<file path="config.mk">
export PLATFORM = sky130hd
export DESIGN_NAME = fft_frame_tx_flat
export DESIGN_NICKNAME = d
export VERILOG_FILES = /design/src/rtl/fft_frame_tx_pkg.sv /design/src/rtl/fft_frame_tx_if.sv /design/src/rtl/fft_frame_tx_pingpong_ram.sv /design/src/rtl/fft_frame_tx.sv /design/src/flat_wrapper.sv
export SDC_FILE = /design/constraint.sdc
export NUM_CORES = 2
export LEC_CHECK = 0
export CORE_UTILIZATION = 48
export CTS_CLUSTER_SIZE = 25
export DETAILED_ROUTE_END_ITERATION = 16
export MAX_ROUTING_LAYER = met4
export PLACE_DENSITY = 0.73
export SLEW_MARGIN = 10
export SYNTH_ARGS = -nofsm -noshare
export SYNTH_HDL_FRONTEND = slang
export SYNTH_SLANG_ARGS = --single-unit
export TNS_END_PERCENT = 20
</file>
<file path="constraint.sdc">
create_clock -name clk -period 4 [get_ports clk]
set_clock_uncertainty 0.15 [all_clocks]
set_input_delay 1 -clock clk [delete_from_list [all_inputs] [get_ports clk]]
set_output_delay 1 -clock clk [all_outputs]
set_load 0.02 [all_outputs]
</file>
<file path="src/rtl/fft_frame_tx_pkg.sv">
// Shared types and helpers for the FFT transmit-side framer.
package fft_frame_tx_pkg;

    localparam int unsigned SAMPLE_W = 16;

    typedef struct packed {
        logic [SAMPLE_W-1:0] re;
        logic [SAMPLE_W-1:0] im;
    } complex_t;

    typedef enum logic [1:0] {
        IDLE,
        EMIT,
        GAP
    } frame_tx_state_t;

    function automatic int unsigned frame_ptr_w(input int unsigned fft_size);
        return $clog2(fft_size);
    endfunction

endpackage

</file>
<file path="src/rtl/fft_frame_tx_if.sv">
// Upstream sample handshake plus downstream frame stream of the framer.
interface fft_frame_tx_if;
    import fft_frame_tx_pkg::*;

    logic [SAMPLE_W-1:0] s_re;
    logic [SAMPLE_W-1:0] s_im;
    logic                s_valid;
    logic                s_ready;
    logic                s_flush;
    logic [SAMPLE_W-1:0] dout_re;
    logic [SAMPLE_W-1:0] dout_im;
    logic                dout_valid;
    logic                frame_start;

    modport master (
        output s_re, s_im, s_valid, s_flush,
        input  s_ready, dout_re, dout_im, dout_valid, frame_start
    );

    modport slave (
        input  s_re, s_im, s_valid, s_flush,
        output s_ready, dout_re, dout_im, dout_valid, frame_start
    );

endinterface

</file>
<file path="src/rtl/fft_frame_tx_pingpong_ram.sv">
// Two-bank simple dual-port RAM: one write port, one registered read port.
module fft_frame_tx_pingpong_ram #(
    parameter int unsigned DEPTH = 32,
    parameter int unsigned WIDTH = 32
) (
    input  logic                     clk,
    input  logic                     rst_n,
    input  logic                     wr_en,
    input  logic                     wr_bank,
    input  logic [$clog2(DEPTH)-1:0] wr_addr,
    input  logic [WIDTH-1:0]         wr_data,
    input  logic                     rd_en,
    input  logic                     rd_bank,
    input  logic [$clog2(DEPTH)-1:0] rd_addr,
    output logic [WIDTH-1:0]         rd_data
);

    logic [WIDTH-1:0] mem [2*DEPTH];

    always_ff @(posedge clk) begin
        if (wr_en) begin
            mem[{wr_bank, wr_addr}] <= wr_data;
        end
    end

    // Read register doubles as the output register, so it is reset.
    always_ff @(posedge clk or negedge rst_n) begin
        if (!rst_n) begin
            rd_data <= '0;
        end else if (rd_en) begin
            rd_data <= mem[{rd_bank, rd_addr}];
        end
    end

endmodule

</file>
<file path="src/rtl/fft_frame_tx.sv">
// Buffers bursty upstream samples into ping-pong frames and emits each frame
// as an unbroken run of FFT_SIZE valid cycles.
module fft_frame_tx
    import fft_frame_tx_pkg::*;
#(
    parameter int unsigned FFT_SIZE = 32,
    parameter int unsigned MIN_GAP  = 0
) (
    input  logic           clk,
    input  logic           rst_n,
    fft_frame_tx_if.slave  bus
);

    localparam int unsigned PW = frame_ptr_w(FFT_SIZE);
    localparam logic [PW-1:0] LAST = PW'(FFT_SIZE - 1);
    localparam int unsigned GW = (MIN_GAP > 1) ? $clog2(MIN_GAP) : 1;
    localparam logic [GW-1:0] GAP_LAST = GW'((MIN_GAP > 0) ? MIN_GAP - 1 : 0);

    logic            ready_en;
    logic [PW-1:0]   wr_ptr;
    logic            wr_bank;
    logic [1:0]      full;
    logic [1:0]      full_d;
    logic            s_ready;
    logic            accept;
    logic            wr_last;

    frame_tx_state_t state;
    logic            rd_bank;
    logic [PW-1:0]   rd_ptr;
    logic [GW-1:0]   gap_cnt;
    logic            rd_en;
    logic            rd_last;
    logic            dout_valid;
    logic            frame_start;

    complex_t        wr_sample;
    complex_t        rd_sample;

    // ready_en keeps s_ready low during reset and rises on the first clock after.
    assign s_ready     = ready_en & ~full[wr_bank];
    assign accept      = bus.s_valid & s_ready & ~bus.s_flush;
    assign wr_last     = accept && (wr_ptr == LAST);
    assign rd_en       = (state == EMIT);
    assign rd_last     = rd_en && (rd_ptr == LAST);
    assign wr_sample   = '{re: bus.s_re, im: bus.s_im};

    always_comb begin
        full_d = full;
        if (wr_last) begin
            full_d[wr_bank] = 1'b1;
        end
        if (rd_last) begin
            full_d[rd_bank] = 1'b0;
        end
    end

    always_ff @(posedge clk or negedge rst_n) begin
        if (!rst_n) begin
            ready_en <= 1'b0;
            wr_ptr   <= '0;
            wr_bank  <= 1'b0;
            full     <= '0;
        end else begin
            ready_en <= 1'b1;
            full     <= full_d;
            if (bus.s_flush) begin
                wr_ptr <= '0;
            end else if (accept) begin
                if (wr_last) begin
                    wr_ptr  <= '0;
                    wr_bank <= ~wr_bank;
                end else begin
                    wr_ptr <= wr_ptr + PW'(1);
                end
            end
        end
    end

    // Reader FSM; the final GAP cycle also performs the IDLE check so the
    // idle run between frames is exactly MIN_GAP cycles.
    always_ff @(posedge clk or negedge rst_n) begin
        if (!rst_n) begin
            state       <= IDLE;
            rd_bank     <= 1'b0;
            rd_ptr      <= '0;
            gap_cnt     <= '0;
            dout_valid  <= 1'b0;
            frame_start <= 1'b0;
        end else begin
            dout_valid  <= rd_en;
            frame_start <= rd_en && (rd_ptr == '0);
            case (state)
                IDLE: begin
                    rd_ptr <= '0;
                    if (full[rd_bank]) begin
                        state <= EMIT;
                    end
                end
                EMIT: begin
                    if (rd_ptr == LAST) begin
                        rd_bank <= ~rd_bank;
                        rd_ptr  <= '0;
                        gap_cnt <= '0;
                        if (MIN_GAP > 0) begin
                            state <= GAP;
                        end else if (full[~rd_bank]) begin
                            state <= EMIT;
                        end else begin
                            state <= IDLE;
                        end
                    end else begin
                        rd_ptr <= rd_ptr + PW'(1);
                    end
                end
                GAP: begin
                    rd_ptr <= '0;
                    if (gap_cnt == GAP_LAST) begin
                        state <= full[rd_bank] ? EMIT : IDLE;
                    end else begin
                        gap_cnt <= gap_cnt + GW'(1);
                    end
                end
                default: state <= IDLE;
            endcase
        end
    end

    fft_frame_tx_pingpong_ram #(
        .DEPTH (FFT_SIZE),
        .WIDTH ($bits(complex_t))
    ) u_ram (
        .clk     (clk),
        .rst_n   (rst_n),
        .wr_en   (accept),
        .wr_bank (wr_bank),
        .wr_addr (wr_ptr),
        .wr_data (wr_sample),
        .rd_en   (rd_en),
        .rd_bank (rd_bank),
        .rd_addr (rd_ptr),
        .rd_data (rd_sample)
    );

    assign bus.s_ready     = s_ready;
    assign bus.dout_re     = rd_sample.re;
    assign bus.dout_im     = rd_sample.im;
    assign bus.dout_valid  = dout_valid;
    assign bus.frame_start = frame_start;

endmodule

</file>
<file path="src/flat_wrapper.sv">
// flat-port wrapper written by rule: the top's interface ports become plain ports
module fft_frame_tx_flat import fft_frame_tx_pkg::*;
#(
    parameter int unsigned FFT_SIZE = 32,
    parameter int unsigned MIN_GAP  = 0
)
  (clk, rst_n, bus_s_re, bus_s_im, bus_s_valid, bus_s_flush, bus_s_ready, bus_dout_re, bus_dout_im, bus_dout_valid, bus_frame_start);
  fft_frame_tx_if bus_i ();
  input  logic clk;
  input  logic rst_n;
  input wire logic [$bits(bus_i.s_re)-1:0] bus_s_re;
  input wire logic [$bits(bus_i.s_im)-1:0] bus_s_im;
  input wire logic [$bits(bus_i.s_valid)-1:0] bus_s_valid;
  input wire logic [$bits(bus_i.s_flush)-1:0] bus_s_flush;
  output wire logic [$bits(bus_i.s_ready)-1:0] bus_s_ready;
  output wire logic [$bits(bus_i.dout_re)-1:0] bus_dout_re;
  output wire logic [$bits(bus_i.dout_im)-1:0] bus_dout_im;
  output wire logic [$bits(bus_i.dout_valid)-1:0] bus_dout_valid;
  output wire logic [$bits(bus_i.frame_start)-1:0] bus_frame_start;
  assign bus_i.s_re = bus_s_re;
  assign bus_i.s_im = bus_s_im;
  assign bus_i.s_valid = bus_s_valid;
  assign bus_i.s_flush = bus_s_flush;
  assign bus_s_ready = bus_i.s_ready;
  assign bus_dout_re = bus_i.dout_re;
  assign bus_dout_im = bus_i.dout_im;
  assign bus_dout_valid = bus_i.dout_valid;
  assign bus_frame_start = bus_i.frame_start;
  fft_frame_tx #(.FFT_SIZE(FFT_SIZE), .MIN_GAP(MIN_GAP)) u_core (.clk(clk), .rst_n(rst_n), .bus(bus_i));
endmodule
</file>
# --- After elaboration in Yosys (flattened, before gate mapping) ---
# Memories as Yosys holds them, arrays and structs flattened. A register that Yosys moved wholly into a read port is not among the register bits.
# Index checks and enable logic that the tools add are counted.
totals:
  output_inout_bits: 35
  ramBits: 2048
  memories: 1
  elab_cells: 80
  inputBits: 36
  register_bits: 20
classes:
  n_reduce_logical: 16
  bitwise: 10
  n_eq_ne: 7
  addsub: 3
  mux: 28
  order_cmp: 5
mem_list:
  columns: ["memory", "depth", "word_bits", "rd", "rd_ports_with_merged_regs", "wr", "line", "text"]
  rows:
  - ["u_core.u_ram.mem", 64, 32, 1, 1, 1, "fft_frame_tx_pingpong_ram.sv:18", "logic [WIDTH-1:0] mem [2*DEPTH];"]
ops:
  columns: ["operator", "count"]
  rows:
  - ["2-to-1 mux 5 bit", 4]
  - ["2-to-1 mux 1 bit", 14]
  - ["adder 5 x 1 -> 5 bit (second input constant)", 2]
  - ["== test 5 bit (second input constant)", 2]
  - ["2-to-1 mux 2 bit", 5]
  - ["case mux 5 bit (2 select lines)", 1]
  - ["less-than comparator 1 x 2 -> 1 bit (second input constant)", 3]
  - ["case mux 2 bit (3 select lines)", 1]
  - ["AND reduction 3 bit", 2]
  - ["nonzero test 2 bit", 3]
  - ["logical AND 1 bit", 5]
  - ["zero test 5 bit", 1]
  - ["!= test 2 bit (second input constant)", 2]
  - ["NOT 1 bit", 4]
  - ["AND reduction 2 bit", 2]
  - ["AND 1 bit", 3]
  - ["AND 2 bit", 1]
  - ["demux 1 bit (select 1 bit)", 2]
  - ["== test 2 x 1 -> 1 bit (second input constant)", 1]
  - ["== test 2 bit (second input constant)", 1]
  - [">= comparator 1 bit (second input constant)", 2]
  - ["zero test 2 bit", 1]
  - ["!= test 2 x 1 -> 1 bit (second input constant)", 1]
  - ["NOT 2 bit", 1]
  - ["other kinds (5)", 5]

# --- Depth between registers and ports, before layout ---
depth:
  depth_word: 10
  mapped_depth: 9
  mapped_depth_nobuf: 6

# --- Modules after synthesis ---
# A second synthesis with hierarchy kept.
hier_totals:
  cells_unflattened: 3926
  hier_area_um2: 80857.5
by_module_without_submodules:
  columns: ["mod", "area_each_um2", "seq_area_each_um2", "cells_per_inst", "n_inst"]
  rows:
  - ["fft_frame_tx_pingpong_ram", 79990.5, 62299.8, 3843, 1]
  - ["fft_frame_tx", 867.1, 450.4, 83, 1]

# --- Worst setup path before layout ---
# Ideal clock, no wire load.
synth_timing:
  path_kind: "input -> register"
  start: "in bus_s_flush"
  end: "mem u_core.u_ram.mem[43][0], enable pin"
  setup_time_ps: 421
  arrival_ps: 3117
  slack_ps: 312
  cell_stages: 4
  required_time_ps: 3429
  n_path_buf: 0
  path_cell_list: "nand4b_1 > nor2_1 > nand3_1 > nor2_1"
synth_between:
  elab_chain_len: 4
synth_lines:
  columns: ["element", "line", "text"]
  rows:
  - ["start, declared", "flat_wrapper.sv:14", "input wire logic [$bits(bus_i.s_flush)-1:0] bus_s_flush;"]
  - ["NOT 1 bit (no line)", null, null]
  - ["AND 1 bit", "fft_frame_tx.sv:42", "assign accept = bus.s_valid & s_ready & ~bus.s_flush;"]
  - ["2-to-1 mux 1 bit", "fft_frame_tx_pingpong_ram.sv:21", "if (wr_en) begin"]
  - ["2-to-1 mux 1 bit (not written as such)", "fft_frame_tx_pingpong_ram.sv:22", "mem[{wr_bank, wr_addr}] <= wr_data;"]
  - ["end, declared", "fft_frame_tx_pingpong_ram.sv:18", null]
# Every way passes these cells.

# --- Final worst setup path ---
layout_timing:
  start: "reg u_core.wr_bank"
  end: "out bus_s_ready"
layout_between:
  elab_chain_len: 4
layout_lines:
  columns: ["element", "line", "text"]
  rows:
  - ["start, declared", "fft_frame_tx.sv:21", "logic wr_bank;"]
  - ["start signal, assigned", "fft_frame_tx.sv:72", "wr_bank <= ~wr_bank;"]
  - ["2-to-1 mux 1 bit (not written as such) (2 in a row)", "fft_frame_tx.sv:41", "assign s_ready = ready_en & ~full[wr_bank];"]
  - ["NOT 1 bit", "fft_frame_tx.sv:41", null]
  - ["AND 1 bit", "fft_frame_tx.sv:41", null]
  - ["end, declared", "flat_wrapper.sv:15", "output wire logic [$bits(bus_i.s_ready)-1:0] bus_s_ready;"]
# Every way passes these cells. The select of a mux whose other input is x is not followed.

==> impl_metrics.csv <==
group,metric,value,unit
status,run_status,"finished with violations",
status,violations,"design-rule violations",
yosys,synth_nets,4031,
routing,antenna_left,0,
global_routing,track_usage,25.4,%
global_routing,grt_max_degree,110,
sta,fin_crit,3.82,ns
cells_and_area,area_growth_syn_to_layout,15.0,%
job,maxCapViolations,0,
floorplanning,die_w,411,um
pwr,power.total,43600,uW
setup_path,crit_arrival,2.67,ns
sta,period_share,95.5,%
routing,via_per_inst,6.28,
pwr,vdd_drop_max,0.533,mV
setup_path,max_stage_delay,0.61,ns
yosys,synthCells,3990,
cts,htreeDepth,4,
yosys,ys_seq_area_share,78.3,%
min_path,min_path_type,"in2async",
pwr,power.leakage,0.0279,uW
cts,cts_resized,0,
cells_and_area,drive_gt1_share,19.6,%
cts,cts_sinks,2098,
sta,setup_tns,0,ns
yosys,ys.flop_type,"edfxtp_1",
pwr,p_int,35000,uW
cts,clock_path_buffers,3,
global_routing,antenna_found_initial,16,
placed_design,place_worst_setup_slack,0.372,ns
sta,slew_viol_final,0,
yosys,ys_seq_elements,2098,
sta,fin_ws,0.181,ns
placed_design,dp_hpwl,126000,um
cts,insertion_delay,0.84,ns
pwr,p_clk_share,43.2,%
cells_and_area,layout_common_cells,"edfxtp_1 (2048), mux2i_1 (512), mux4_2 (257)",
pwr,power_density,473,nW/um^2
cells_and_area,utilization,55.7,%
global_routing,grt_overflow_total,0,
cts,root_buffer,"clkbuf_16",
cells_and_area,nets,4291,
pwr,power_frac_comb,1.4,%
sta,relSlewSlack,21.9,%
floorplanning,num_rows,149,
setup_path,crit_start,"u_core.wr_bank",
floorplanning,start_util,48.5,%
yosys,postSynth.asyncResetShare,2.38,%
floorplanning,die_h,411,um
yosys,synth-edff-count,2048,
cts,cts.reportedPaths.clkPinSlew,0.06,ns
placed_design,gp_congestion,0.937,
cts,cts_tree,"built",
yosys,synth_cell_type_count,45,
setup_path,critPathCaptureType,"output pin",
routing,wl,208000,um
yosys,avgSynthCellArea,20.1,um^2
routing,routedWlPerCell,31.4,um
routing,remaining_drc_errors,9,
global_routing,grt_pass1_vias,40100,
routing,drt_iter0_markers,6359,
setup_path,path_cells,"mux2i_1 -> buf_4 -> and2_1 -> clkdlybuf4s50_1",
placed_design,io_buffers,70,
setup_path,cp_max_fo,12,
cells_and_area,layout_commonest_cell,"edfxtp_1",
floorplanning,dieArea,169000,um^2
routing,vias,41600,
setup_path,cp-start-kind,"register",
setup_path,crit_required,2.85,ns
routing,dr.pass1.iters,14,
sta,grt_setup_unrepaired,"no",
setup_path,worstSetupPathType,"reg2out",
pwr,swShare,19.6,%
floorplanning,core_area,165000,um^2
cts,cts_buffers,199,
pwr,switchingPower,8560,uW
cells_and_area,fillerInstances,12000,
sta,timing.fmax,0.262,GHz
cts,post-cts-setup-buffer-count,0,
yosys,synth_area,80100,um^2
floorplanning,ios,71,
cts,cts_hold_buf,0,
sta,finalHoldViolations,0,
global_routing,grt_first_pass_wirelength,294000,um
setup_path,r2r_start,"u_core.rd_ptr[2]",
setup_path,cp_slowest_cell,"dfrtp_1",
sta,setup_violations,0,
yosys,yosys_warnings,0,
pwr,sequentialPowerShare,55.4,%
sta,worst_slew_pin_slew,1.16,ns
-- layer usage --
| metal | global-route usage, % | vias up | share of wire (%) |
|---|---|---|---|
| met5 | - | - | 0 |
| met4 | 8.72 | 0 | 3.3 |
| met3 | 6.06 | 350 | 11 |
| met2 | 37.6 | 2518 | 47 |
| met1 | 34.7 | 21700 | 39 |
| li1 | - | 17000 | - |
-- per-stage QoR --
step | std cells | hold WS (ns) | area, um^2
6_report | 6625 | 0.191 | 92100
2_1_floorplan | 3990 | 0.279 | 80100
4_1_cts | 6607 | 0.177 | 92100
3_3_place_gp | 6238 | 0.364 | 85600
5_1_grt | 6615 | 0.238 | 92100
3_5_place_dp | 6238 | 0.402 | 85600
-- synth_stat cells, types with 4 or more instances --
master	instances	area, um^2
edfxtp_1	2048	61500
mux2i_1	512	5120
mux4_2	257	5790
a22oi_1	191	1430
nand2_1	141	529
nor2_1	111	417
clkbuf_1	110	413
buf_2	98	490
o22ai_1	96	601
o21ai_0	67	335
a221oi_1	64	561
dfrtp_1	50	1250
nand2b_1	36	225
a21oi_1	33	165
nor3_1	33	165
a221o_1	32	320
nand4_1	32	200
buf_6	14	158
nand3_1	6	30.0
nor2b_1	6	37.5
buf_1	5	18.8
ha_1	5	62.6
and2_1	4	25.0
inv_1	4	15.0
-- cell type report --
type                            count  area [um^2]  share of cell area, %
Tap cell                         2189         2740                   2.97
Inverter                            5         18.8                 0.0204
Timing Repair Buffer              288         3280                   3.56
Multi-Input combinational cell   1658        16800                   18.2
Sequential cell                  2098        62800                   68.1
Antenna cell                       18         45.0                 0.0489
Clock inverter                    118         1220                   1.32
Clock buffer                      251         5270                   5.72
-- critical path, delay by kind of cell, from the launching register on --
kind | cells | cell delay (ns)
buffers and inverters | 2 | 0.79
DFF | 1 | 0.61
muxes | 1 | 0.28
and+or+nand+nor | 1 | 0.15
-- worst paths after layout --
check	end	slack (ns)	cells past startpoint
max in group asynchronous	u_core.rd_ptr[2]	2.61	2
min in group clk	u_core.u_ram.mem[31][24]	0.37	1
worst min-delay path	u_core.u_ram.rd_data[0]	0.19	1
worst max-delay path	bus_s_ready	0.18	4
worst min register to register	u_core.full[0]	0.42	1
worst max register to register	u_core.u_ram.rd_data[2]	0.21	6
-- state kept, by name (all words and copies together) (netlist names) --
register / cells
u_core.bus.dout_valid: 1
u_core.bus.frame_start: 1
u_core.u_ram.mem: 2048
u_core.wr_bank: 1
u_core.ready_en: 1
u_core.state: 1
u_core.u_ram.rd_data: 32
u_core.full: 2
u_core.wr_ptr: 5
u_core.rd_bank: 1
u_core.rd_ptr: 5
-- cell families (layout without fill, tap and decap cells) --
| family | count (synthesis) | count (layout) | synth area share [%] |
|---|---|---|---|
| mux | 770 | 770 | 13.6 |
| fa+ha+maj | 5 | 5 | 0.0781 |
| xor+xnor | 4 | 4 | 0.0437 |
| flops | 2098 | 2098 | 78.3 |
| simple gates | 386 | 386 | 2.20 |
| buf+inv | 234 | 662 | 1.39 |
| other cells | 1 | 19 | 0.00468 |
| compound gates | 492 | 492 | 4.35 |
-- power by group through the flow --
stage                     clock (uW)  sequential [uW]  combinational [uW]
after floorplan                    0            24600                35.8
after global placement             0            24600                 566
after detailed placement           0            24600                 591
after CTS                      19000            24100                 590
after global routing           19700            24100                 611
final                          18800            24100                 591
Note: power is estimated with default switching activity, not from simulation.
